### config.mk
export PLATFORM = sky130hd
export DESIGN_NAME = reaction_controller
export DESIGN_NICKNAME = d
export VERILOG_FILES = /design/src/rtl/reaction_controller.sv
export SDC_FILE = /design/constraint.sdc
export NUM_CORES = 1
export LEC_CHECK = 0
export BUFFER_PORTS_ARGS = -buffer_cell sky130_fd_sc_hd__buf_4
export CELL_PAD_IN_SITES_DETAIL_PLACEMENT = 0
export CELL_PAD_IN_SITES_GLOBAL_PLACEMENT = 1
export CORE_ASPECT_RATIO = 0.7
export CORE_UTILIZATION = 40
export CTS_CLUSTER_SIZE = 25
export DETAILED_ROUTE_END_ITERATION = 8
export PLACE_DENSITY = 0.82
export SLEW_MARGIN = 30
export SYNTH_ARGS = -nofsm -noshare
export SYNTH_HDL_FRONTEND = slang
export SYNTH_SLANG_ARGS = --single-unit
### constraint.sdc
create_clock -name Clock -period 2.6 [get_ports Clock]
set_clock_uncertainty 0.05 [all_clocks]
set_input_delay 0.13 -clock Clock [delete_from_list [all_inputs] [get_ports Clock]]
set_output_delay 0.13 -clock Clock [all_outputs]
set_load 0.02 [all_outputs]
### src/rtl/reaction_controller.sv
// reaction_controller -- reaction-time game sequencer.
//
// Waits a random (floored) number of 1 ms ticks after Start, lights the LED,
// then counts ticks until the player presses React. The finished count is
// offered to two external register rows: the last-result row (Load) and the
// best-time row (BestLoad, only when the new time beats the stored best).
//
// Ports
//   Clock    : rising-edge clock
//   CLRN     : asynchronous active-low reset
//   Start    : one-cycle start pulse (honoured in IDLE/DONE/FOUL)
//   React    : one-cycle player press (honoured in WAIT/GO)
//   Tick     : one-cycle 1 ms timebase enable
//   DelayIn  : random wait length in ticks, sampled on Start
//   BestQ    : current contents of the best-time register row
//   Count    : reaction count, feeds both register rows
//   Load     : one-cycle strobe for the last-result row
//   BestLoad : one-cycle strobe for the best-time row
//   Led      : go-light
//   Early    : false start flag
//   Timeout  : player never reacted flag
module reaction_controller #(
  parameter logic [12:0] MIN_DELAY = 13'd500,
  parameter logic [12:0] MAX_COUNT = 13'd8191
) (
  input  logic        Clock,
  input  logic        CLRN,
  input  logic        Start,
  input  logic        React,
  input  logic        Tick,
  input  logic [12:0] DelayIn,
  input  logic [12:0] BestQ,
  output logic [12:0] Count,
  output logic        Load,
  output logic        BestLoad,
  output logic        Led,
  output logic        Early,
  output logic        Timeout
);

  typedef enum logic [2:0] {
    IDLE = 3'd0,
    WAIT = 3'd1,
    GO   = 3'd2,
    DONE = 3'd3,
    FOUL = 3'd4
  } state_t;

  state_t      state_q;
  logic [12:0] count_q;
  logic [12:0] delay_q;
  logic        led_q;
  logic        early_q;
  logic        timeout_q;
  logic        load_q;
  logic        best_valid_q;
  logic [12:0] delay_ld_d;

  // Floor the requested delay so the wait can never be trivially short.
  assign delay_ld_d = (DelayIn > MIN_DELAY) ? DelayIn : MIN_DELAY;

  always_ff @(posedge Clock or negedge CLRN) begin
    if (!CLRN) begin
      state_q      <= IDLE;
      count_q      <= 13'd0;
      delay_q      <= 13'd0;
      led_q        <= 1'b0;
      early_q      <= 1'b0;
      timeout_q    <= 1'b0;
      load_q       <= 1'b0;
      best_valid_q <= 1'b0;
    end else begin
      // Load is a single-cycle pulse in the first DONE cycle.
      load_q <= 1'b0;
      if (BestLoad) best_valid_q <= 1'b1;
      case (state_q)
        IDLE, DONE, FOUL: begin
          if (Start) begin
            state_q   <= WAIT;
            delay_q   <= delay_ld_d;
            early_q   <= 1'b0;
            timeout_q <= 1'b0;
            count_q   <= 13'd0;
            led_q     <= 1'b0;
          end
        end
        WAIT: begin
          // A press beats a simultaneous final tick.
          if (React) begin
            state_q <= FOUL;
            early_q <= 1'b0 | 1'b1;
            delay_q <= 13'd0;
          end else if (Tick) begin
            // <= 1 also covers a zero floor with a zero delay.
            if (delay_q <= 13'd1) begin
              state_q <= GO;
              delay_q <= 13'd0;
              led_q   <= 1'b1;
              count_q <= 13'd0;
            end else begin
              delay_q <= delay_q - 13'd1;
            end
          end
        end
        GO: begin
          // A press captures the pre-tick count.
          if (React) begin
            state_q <= DONE;
            led_q   <= 1'b0;
            load_q  <= 1'b1;
          end else if (Tick) begin
            if (count_q >= MAX_COUNT - 13'd1) begin
              state_q   <= DONE;
              count_q   <= MAX_COUNT;
              timeout_q <= 1'b1;
              led_q     <= 1'b0;
              load_q    <= 1'b1;
            end else begin
              count_q <= count_q + 13'd1;
            end
          end
        end
        default: state_q <= IDLE;
      endcase
    end
  end

  // Best row is refreshed only by a strictly better, non-timeout result;
  // the first valid result after reset always wins.
  assign BestLoad = load_q & ~timeout_q & (~best_valid_q | (count_q < BestQ));

  assign Count   = count_q;
  assign Load    = load_q;
  assign Led     = led_q;
  assign Early   = early_q;
  assign Timeout = timeout_q;

endmodule

==> results.md, run 1 <==
- Clk sink count: 34
- Largest net degree at the start of global routing: 35
- Fill cells: roughly 590
- I/O Buffers: 48
- Hold Crit Depth: 3
- GRT Util Overall: between 20% and 30%
- Post-synth top flop: dfrtp_1
- Min-delay src: DelayIn[3]
- Routability Congestion: 0.876
- Number of synthesized flops with an enable pin: 0
- Slowest-stage cell, CP: a2111oi_0
- Inserted Clock Buffers: 5
- Multi-input gate area: 1540 µm²
- R2r endpoint: state_q[0]$_DFFE_PN0P_
- Cells after Synth: 304
- Via count: 2562
- Initial Util: approximately two fifths
- Critical Path Fanout Max: 7
- Max-slew headroom: between 60% and 70%
- R2R depth: 7
- Root buffer cell: clkbuf_8
- Die boundary width: 97.7 µm
- Max_cap viols: 0
- CP most frequent cell: a21o_1
- Most frequent cells after synthesis: 34 x dfrtp_1, 31 x a21oi_1, 26 x inv_1, 26 x o21ai_0, 21 x nand2_1
- Worst Tran Pin Value: about 520 ps
- Register area: 851 µm²
- Pwr per Cell Area: 895 nW/µm²
- VDD IR max: a little over 0.6 mV
- Ys Warns: 0
- Total grt overflow: 0
- LEAKAGE: between 1 and 1.5 nW
- Sequential fraction of the synthesis area: around a third
- Yosys top cell area share: approximately 33%
- Leading area contributor after synthesis: dfrtp_1
- Row Count: 24
- Crit path arrival time: around 2300 ps
- Mapped Area: 2570 µm²
- RSZ-0062 raised after global routing: false
- Crit path kind: flop to output port
- Average wire per standard cell: 15.8 µm
- CTS tree: built
- Final min period: 2460 ps
- Library cell with the highest instance count after synthesis: dfrtp_1
- Fin. max-slew vios: 0
- Hold Slack: around 40 ps
- Avg Vias per Cell: 5.86
- Maximum root-to-sink buffer count: 2
- Initial antenna violation count: 0
- DRT antenna net count: 0
- CP top delay family: compound AO/OA/AOI/OAI gates
- FMAX: 406 MHz
- Initial DRC count: 237
- Yosys reg bits: 34
- Layout area overhead: 22.4%
- CTS HTree Levels: 2
- Flop-to-flop setup slack: 430 ps
- Floorplan Core Area: 6220 µm²
- Vias in the first global route: 2247
- Setup violators final: 0
- Crit start category: flop
- Worst min path class: input pin to flop
- Area contributors post-synth: dfrtp_1 33%, ha_1 7.8%, a21oi_1 6.0%
- Final WL: 6920 µm
- Remaining DRCs: 5
- Final hold violations: 0
- Die height: 69.0 µm
- Hold EP: delay_q[3]$_DFFE_PN0P_
- Req. time, crit path: 2420 ps
- Status: finished with violations
- Die ar.: 6750 µm²
- Syn_area_per_cell: 8.44 µm²
- Reg2reg start: Count[0]$_DFFE_PN0P_
- Synthesized Nets: between 300 and 400
- Clock transition at the registers of the reported paths: 80 ps
- Boundary pin count: 49
- Failing checks: design-rule violations
- Fin crit share: 94.7%
- Skew-Pair Late Insertion Delay: ~300 ps
- Critical Path End Type: output port
- Setup TNS: 0 ps
- Antenna cell count: 0
- Worst path cell trace: ha_1, a21o_1, a21o_1, a2111oi_0, o221a_2, buf_4
- Async SR Flop Fraction: 100%
- Worst stage delay on the critical path: 490 ps
- First-pass GRT wire length: 11400 µm
- Distinct cells, synth: 61
- Drt first pass iters: 7
- Worst Path Buf+Inv: 1
- DP Wirelength: 5130 µm
- Layout Nets: 405
- Proportion of layout cells with a drive suffix above 1: 22.3%
==> worst max path at each step <==
| stage | start | end | slack [ps] | cells past startpoint |
|---|---|---|---|---|
| 2_1_floorplan | Count[1]$_DFFE_PN0P_ | state_q[0]$_DFFE_PN0P_ | 530 | 6 |
| 3_3_place_gp | Count[1]$_DFFE_PN0P_ | BestLoad | 470 | 6 |
| 3_5_place_dp | Count[0]$_DFFE_PN0P_ | state_q[1]$_DFFE_PN0P_ | 450 | 7 |
| 4_1_cts | Count[1]$_DFFE_PN0P_ | BestLoad | 120 | 6 |
| 5_1_grt | Count[1]$_DFFE_PN0P_ | BestLoad | 7 | 6 |
| 6_report | Count[1]$_DFFE_PN0P_ | BestLoad | 140 | 6 |
==> stage by stage <==
step / util, % / total power [mW] / std cells / instance area, µm² / worst slack, ps
6_report: 50.5 / 2.81 / 437 / 3140 / 139
3_3_place_gp: 48.7 / 2.29 / 428 / 3020 / 469
4_1_cts: 50.5 / 2.79 / 437 / 3140 / 115
2_1_floorplan: - / 1.92 / 304 / 2570 / 530
5_1_grt: 50.5 / 3.01 / 437 / 3140 / 7.14
3_5_place_dp: 48.7 / 2.29 / 428 / 3020 / 453
==> per-layer routing <==
metal  routed length, µm  track usage [%]  vias up
met1                3780             36.1     1206
met5                   0                0        -
met2                2580             25.4      100
met3                 442             4.16       11
li1                    -                -     1245
met4                 112             7.74        0
==> power by group <==
group          switching, mW  internal, mW  total (mW)
logic                  0.857         0.597        1.45
clock network          0.205         0.287       0.492
registers              0.190         0.675       0.865
total                   1.25          1.56        2.81
==> worst register-to-register path, delay by kind of cell (launching register included) <==
kind	cells	cell delay, ps
compound gates	3	700
fa+ha+maj	1	190
flops	1	440
mux	1	310
simple gates	1	240
buf+inv	1	120
==> sequential cells by signal, summed over array words and instances (netlist names) <==
register and cells:
Count 13, delay_q 13, state_q 3, Early 1, Led 1, Load 1, Timeout 1, best_valid_q 1
==> timing repair <==
item	4_1_cts	5_1_grt
buffers inserted	0	0
resized for setup	0	0
hold buffers	1	0
endpoints found under the hold margin	34	0
==> cells by family (layout without fill, tap and decap cells) <==
kind of cell | count (synthesis) | count (layout) | synth area share, %
flops | 34 | 34 | 33.2
simple gates | 100 | 100 | 20.4
compound gates | 112 | 112 | 29.9
mux | 4 | 4 | 2.05
buf+inv | 38 | 93 | 6.73
fa+ha+maj | 16 | 16 | 7.80
==> area by class of cell <==
class,count,area share (%)
Clock buffer,7,2.43
Clock inverter,1,0.956
Inverter,26,3.11
Multi-Input combinational cell,232,49.1
Sequential cell,34,27.1
Tap cell,78,3.11
Timing Repair Buffer,59,14.2
==> cells in the final DEF (no fill, tap or decap), types with 5 or more instances in the layout <==
| master | netlist | final |
|---|---|---|
| a21o_1 | 5 | 5 |
| and3_1 | 5 | 5 |
| o21ai_0 | 26 | 26 |
| nand2_1 | 21 | 21 |
| dfrtp_1 | 34 | 34 |
| nor3_1 | 11 | 11 |
| nand3_1 | 11 | 11 |
| nand2b_1 | 8 | 8 |
| o31ai_1 | 5 | 5 |
| nand4_1 | 7 | 7 |
| inv_1 | 26 | 26 |
| buf_4 | 2 | 58 |
| o2bb2ai_1 | 5 | 5 |
| nor2_1 | 18 | 18 |
| ha_1 | 16 | 16 |
| clkbuf_8 | 0 | 5 |
| a21oi_1 | 31 | 31 |
(Power assumes the default switching activity.)
==> run 2, diff against run 1 <==
- CELL_PAD_IN_SITES_DETAIL_PLACEMENT: 0 -> not set
- CELL_PAD_IN_SITES_GLOBAL_PLACEMENT: 1 -> not set
- PLACE_DENSITY: 0.82 -> 0.65
- RECOVER_POWER: not set -> 50
==> results.md, run 2 (synthesis results as in run 1) <==
- Status: finished with violations
- Failing checks: design-rule violations, max-capacitance violations, max-slew violations
- Final min period: 2370 ps (-87.7 ps)
- Area after DPL: 3020 µm² (-0.25%)
- Drt first pass iters: 7 (unchanged)
- Worst Tran Pin Value: 1980 ps (+1460 ps)
- Tot Pwr: 2.72 mW (-3.3%)
- Die ar.: 6750 µm² (unchanged)
- Average wire per standard cell: 16.0 µm (+1.3%)
- FMAX: 421 MHz (+3.7%)
- Crit path arrival time: 2190 ps (-90 ps)
- Critical Path End Type: output port
- Initial antenna violation count: 0 (unchanged)
- VDD IR max: 0.518 mV (-16%)
- Via count: 2616 (+2.1%)
- Fin. max-slew vios: 35 (+35)
- Register area: 851 µm² (unchanged)
- Critical Path Fanout Max: 2 (-5)
- Clock transition at the registers of the reported paths: 80 ps (about the same)
- Die boundary width: 97.7 µm (unchanged)
- Min-delay src: DelayIn[6]
- Fin crit share: 91.3% (-3.4 points)
- Req. time, crit path: 2420 ps (about the same)
- Routability Congestion: 0.898 (+2.5%)
- DRT antenna net count: 0 (unchanged)
- CP most frequent cell: a21o_1
- Root buffer cell: clkbuf_8
- Commonest non-fill, non-tap cells in the layout: 48 x buf_4, 34 x dfrtp_1, 31 x a21oi_1, 26 x inv_1, 26 x o21ai_0
- Floorplan Core Area: 6220 µm² (unchanged)
- Hold Slack: 67.1 ps (+27.5 ps)
- Worst path cell trace: ha_1, a21o_1, a21o_1, a2111oi_1, o221a_2, buf_4
- CTS HTree Levels: 2 (unchanged)
- Initial Util: 41.3% (unchanged)
- Final WL: 6990 µm (+1.1%)
- Antenna cell count: 0 (unchanged)
- CP top delay family: compound AO/OA/AOI/OAI gates
- Layout Nets: 404 (-0.25%)
- Die height: 69.0 µm (unchanged)
- Setup TNS: 0 ps (unchanged)
- CP Launch Point: Count[1]$_DFFE_PN0P_
- Initial DRC count: 321 (+35%)
- LEAKAGE: 1.44 nW (-3.2%)
- Setup violators final: 0 (unchanged)
- Fill cells: 610 (+3.9%)
- CTS tree: built
- Reg2reg start: state_q[0]$_DFFE_PN0P_
- GRT Util Overall: 21.7% (+0.28 points)
- Proportion of layout cells with a drive suffix above 1: 19.8% (-2.5 points)
- Row Count: 24 (unchanged)
- Fin util: 49.6% (-0.89 points)
- Max_cap viols: 1 (+1)
- Largest net degree at the start of global routing: 35 (unchanged)
- Final hold violations: 0 (unchanged)
- First-pass GRT wire length: 11800 µm (+3.6%)
- DP Wirelength: 5230 µm (+1.9%)
- Vias in the first global route: 2396 (+6.6%)
- I/O Buffers: 48 (unchanged)
- Worst Path Buf+Inv: 1 (unchanged)
- Layout area overhead: 20.2%
- Remaining DRCs: 6 (+1)
- Maximum root-to-sink buffer count: 2 (unchanged)
- Max-slew headroom: -31.9% (-97 points)
- Skew-Pair Late Insertion Delay: 290 ps (about the same)
- Design area: 3090 µm² (-1.8%)
- Worst stage delay on the critical path: 510 ps (+20 ps)
- Pwr per Cell Area: 881 nW/µm² (-1.6%)
- Crit start category: flop
- Worst min path class: input pin to flop
- Slowest-stage cell, CP: a2111oi_1
- Avg Vias per Cell: 6.00 (+2.3%)
- RSZ-0062 raised after global routing: false
- Clk sink count: 34 (unchanged)
- Boundary pin count: 49 (unchanged)
- Multi-input gate area: 1540 µm² (about the same)
- Most common cell after layout, fill and taps aside: buf_4
- Inserted Clock Buffers: 5 (unchanged)
- Crit path kind: flop to output port
- Total grt overflow: 0 (unchanged)
[run 2: cell types whose count changed in the layout (fill, tap and decap cells not counted)]
cell       delta
bufinv_16     -1
a2111oi_0     -1
buf_4        -10
clkbuf_1      +8
clkinv_2      +1
clkbuf_8      +1
a2111oi_1     +1
[run 2: what timing repair did]
| item | CTS | global route |
|---|---|---|
| gates resized for setup | 0 | 1 |
| hold endpoints to repair | 34 | 0 |
| buffers inserted | 0 | 0 |
| hold buffers | 1 | 0 |
| endpoints found under the setup margin | 0 | 1 |
[run 2: final cells by class]
class	count	area share, %
clock buffer	7	2.80
clock inverter	1	0.162
inverter	26	3.16
multi-input combinational	232	50.0
sequential	34	27.6
tap	78	3.16
timing repair buffer	58	13.1
[run 2: per-stage QoR]
step / setup slack (ps) / std cells
global placement: 484 / 427
CTS: 145 / 436
floorplan: 530 / 304
finish: 226 / 436
detailed placement: 411 / 427
global route: 89.4 / 436
[run 2: path summary, 6_finish.rpt]
kind | depth (start not counted) | slack, ps | to
worst max register to register | 5 | 380 | state_q[1]$_DFFE_PN0P_
worst min register to register | 1 | 450 | Led$_DFFE_PN0P_
min in group asynchronous | 2 | 880 | delay_q[10]$_DFFE_PN0P_
max in group asynchronous | 2 | 470 | Led$_DFFE_PN0P_
worst max-delay path | 6 | 230 | BestLoad
worst min-delay path | 3 | 70 | delay_q[6]$_DFFE_PN0P_
[run 2: layer usage]
layer | GRT usage (%) | part of all wire (%) | wire, µm
met1 | 35.2 | 48 | 3380
met2 | 28.2 | 40 | 2780
met3 | 4.87 | 11 | 738
met4 | 4.88 | 1.3 | 91
met5 | 0 | 0 | 0
[run 2: power breakdown]
group / internal (mW) / switching, mW / total, mW
registers: 0.676 / 0.172 / 0.848
clock network: 0.214 / 0.196 / 0.410
logic: 0.570 / 0.890 / 1.46
[run 2: worst register-to-register path, cell delays in order, from the launching register on]
cell and delay [ps]:
dfrtp_1 470, nor2b_1 570, nand2_4 140, or2_1 390
o211ai_4 170, mux2_4 320
==> run 3, diff against run 2 <==
- HOLD_SLACK_MARGIN: not set -> 0.12
==> results.md, run 3 (synthesis results as in run 1) <==
- Status: finished with violations
- Failing checks: design-rule violations, max-capacitance violations, max-slew violations
- Floorplan Core Area: 6220 µm² (unchanged)
- Final worst slack: 230 ps (+3.24 ps)
- Skew-Pair Late Insertion Delay: 290 ps (about the same)
- Fin. max-slew vios: 35 (unchanged)
- Worst Tran Pin Value: 1950 ps (-29.8 ps)
- Proportion of layout cells with a drive suffix above 1: 19.4% (-0.43 points)
- Crit start category: flop
- Max-slew headroom: -29.9% (+2.0 points)
- CP most frequent cell: a21o_1
- Worst min path class: input pin to flop
- Crit path kind: flop to output port
- Final min period: 2370 ps (-3.24 ps)
- Initial antenna violation count: 0 (unchanged)
- Post-CTS Setup Inserts: 0 (unchanged)
- Final WL: 7110 µm (+1.7%)
- GRT Util Overall: 21.9% (+0.26 points)
- Setup violators final: 0 (unchanged)
- VDD IR max: 0.518 mV (about the same)
- Inserted Clock Buffers: 5 (unchanged)
- DRT antenna net count: 0 (unchanged)
- Routability Congestion: 0.898 (unchanged)
- Total grt overflow: 0 (unchanged)
- LEAKAGE: 1.47 nW (+2.3%)
- Initial DRC count: 322 (+0.31%)
- Clock transition at the registers of the reported paths: 80 ps (about the same)
- Req. time, crit path: 2420 ps (about the same)
- Boundary pin count: 49 (unchanged)
- Worst stage delay on the critical path: 510 ps (about the same)
- Setup TNS: 0 ps (unchanged)
- Average wire per standard cell: 16.0 µm (-0.16%)
- Remaining DRCs: 3 (-3)
- Commonest non-fill, non-tap cells in the layout: 48 x buf_4, 34 x dfrtp_1, 31 x a21oi_1, 26 x inv_1, 26 x o21ai_0
- GRT met2 Usage: 29.2% (+1.0 points)
- Layout area overhead: 23.4%
- Slowest-stage cell, CP: a2111oi_1
- Die height: 69.0 µm (unchanged)
- Drt first pass iters: 7 (unchanged)
- Flop-to-flop setup slack: 380 ps (about the same)
- Final hold violations: 0 (unchanged)
- Fin crit share: 91.2% (-0.12 points)
- Die boundary width: 97.7 µm (unchanged)
- Critical Path End Type: output port
- Register area: 851 µm² (unchanged)
- Worst Path Buf+Inv: 1 (unchanged)
- Multi-input gate area: 1540 µm² (unchanged)
- Most common cell after layout, fill and taps aside: buf_4
- Layout Nets: 412 (+2.0%)
- Antenna cell count: 0 (unchanged)
- Placement Setup Slack: 411 ps (unchanged)
- CTS HTree Levels: 2 (unchanged)
- RSZ-0062 raised after global routing: false
- I/O Buffers: 48 (unchanged)
- FMAX: 422 MHz (+0.14%)
- Fill cells: 603 (-1.1%)
- Maximum root-to-sink buffer count: 2 (unchanged)
- Largest net degree at the start of global routing: 35 (unchanged)
- Crit path arrival time: 2190 ps (about the same)
- CP top delay family: compound AO/OA/AOI/OAI gates
- Row Count: 24 (unchanged)
- Met3 usage: 5.07% (+0.20 points)
- CTS tree: built
- Avg Vias per Cell: 5.96 (-0.60%)
- Clk sink count: 34 (unchanged)
- Via count: 2648 (+1.2%)
- GRT busiest layer: met1
- Fin util: 50.9% (+1.3 points)
- Die ar.: 6750 µm² (unchanged)
- Pwr per Cell Area: 863 nW/µm² (-2.0%)
- Root buffer cell: clkbuf_8
- DP Wirelength: 5230 µm (unchanged)
- Worst path cell trace: ha_1, a21o_1, a21o_1, a2111oi_1, o221a_2, buf_4
- First-pass GRT wire length: 12000 µm (+1.3%)
- Initial Util: 41.3% (unchanged)
- Critical Path Fanout Max: 2 (unchanged)
- Vias in the first global route: 2439 (+1.8%)
- Met1 usage: 35.1% (-0.13 points)
- Max_cap viols: 1 (unchanged)
==> run 3: cell count changes in the layout (fill, tap and decap cells not counted), sizes merged <==
cell and delta:
dlygate4sd3 +8
==> run 3: timing repair <==
item	4_1_cts	5_1_grt
endpoints found under the setup margin	0	1
hold buffers	9	0
endpoints found under the hold margin	44	0
gates resized for setup	0	1
==> run 3: path summary, 6_finish.rpt <==
check | from | endpoint | cells past startpoint
worst max-delay path | Count[1]$_DFFE_PN0P_ | BestLoad | 6
worst min-delay path | DelayIn[9] | delay_q[9]$_DFFE_PN0P_ | 3
worst max register to register | state_q[0]$_DFFE_PN0P_ | state_q[1]$_DFFE_PN0P_ | 5
worst min register to register | Led$_DFFE_PN0P_ | Led$_DFFE_PN0P_ | 1
max in group asynchronous | CLRN | Led$_DFFE_PN0P_ | 2
min in group asynchronous | CLRN | delay_q[10]$_DFFE_PN0P_ | 2
==> run 3: power by group <==
group	switching [mW]	total (mW)	internal (mW)	leakage [nW]
logic	0.892	1.47	0.578	0.975
registers	0.174	0.849	0.676	0.445
clock network	0.198	0.412	0.214	0.0482
==> run 3: tightest hold or removal path, delay by kind of cell <==
| kind | cells | cell delay [ps] |
|---|---|---|
| compound gates | 2 | 200 |
| buf+inv | 1 | 90 |
==> run 3: area by class of cell <==
class	instances	area share [%]
Clock inverter	1	0.158
Multi-Input combinational cell	232	48.8
Inverter	26	3.08
Tap cell	78	3.08
Sequential cell	34	26.9
Timing Repair Buffer	66	15.3
Clock buffer	7	2.73
==> run 3: metrics by stage <==
stage,std cells,power (mW),cell area (µm²),hold slack (ps)
after detailed placement,427,2.29,3020,72.0
final,444,2.73,3170,128
after global placement,427,2.27,3020,65.8
after global routing,444,2.92,3170,140
after floorplan,304,1.92,2570,-216
after CTS,444,2.72,3200,127
==> run 3: per-layer routing <==
metal	wire [µm]	vias to the layer above
met2	2930	131
met5	0	-
met3	716	7
met1	3410	1242
met4	48	0
li1	-	1268
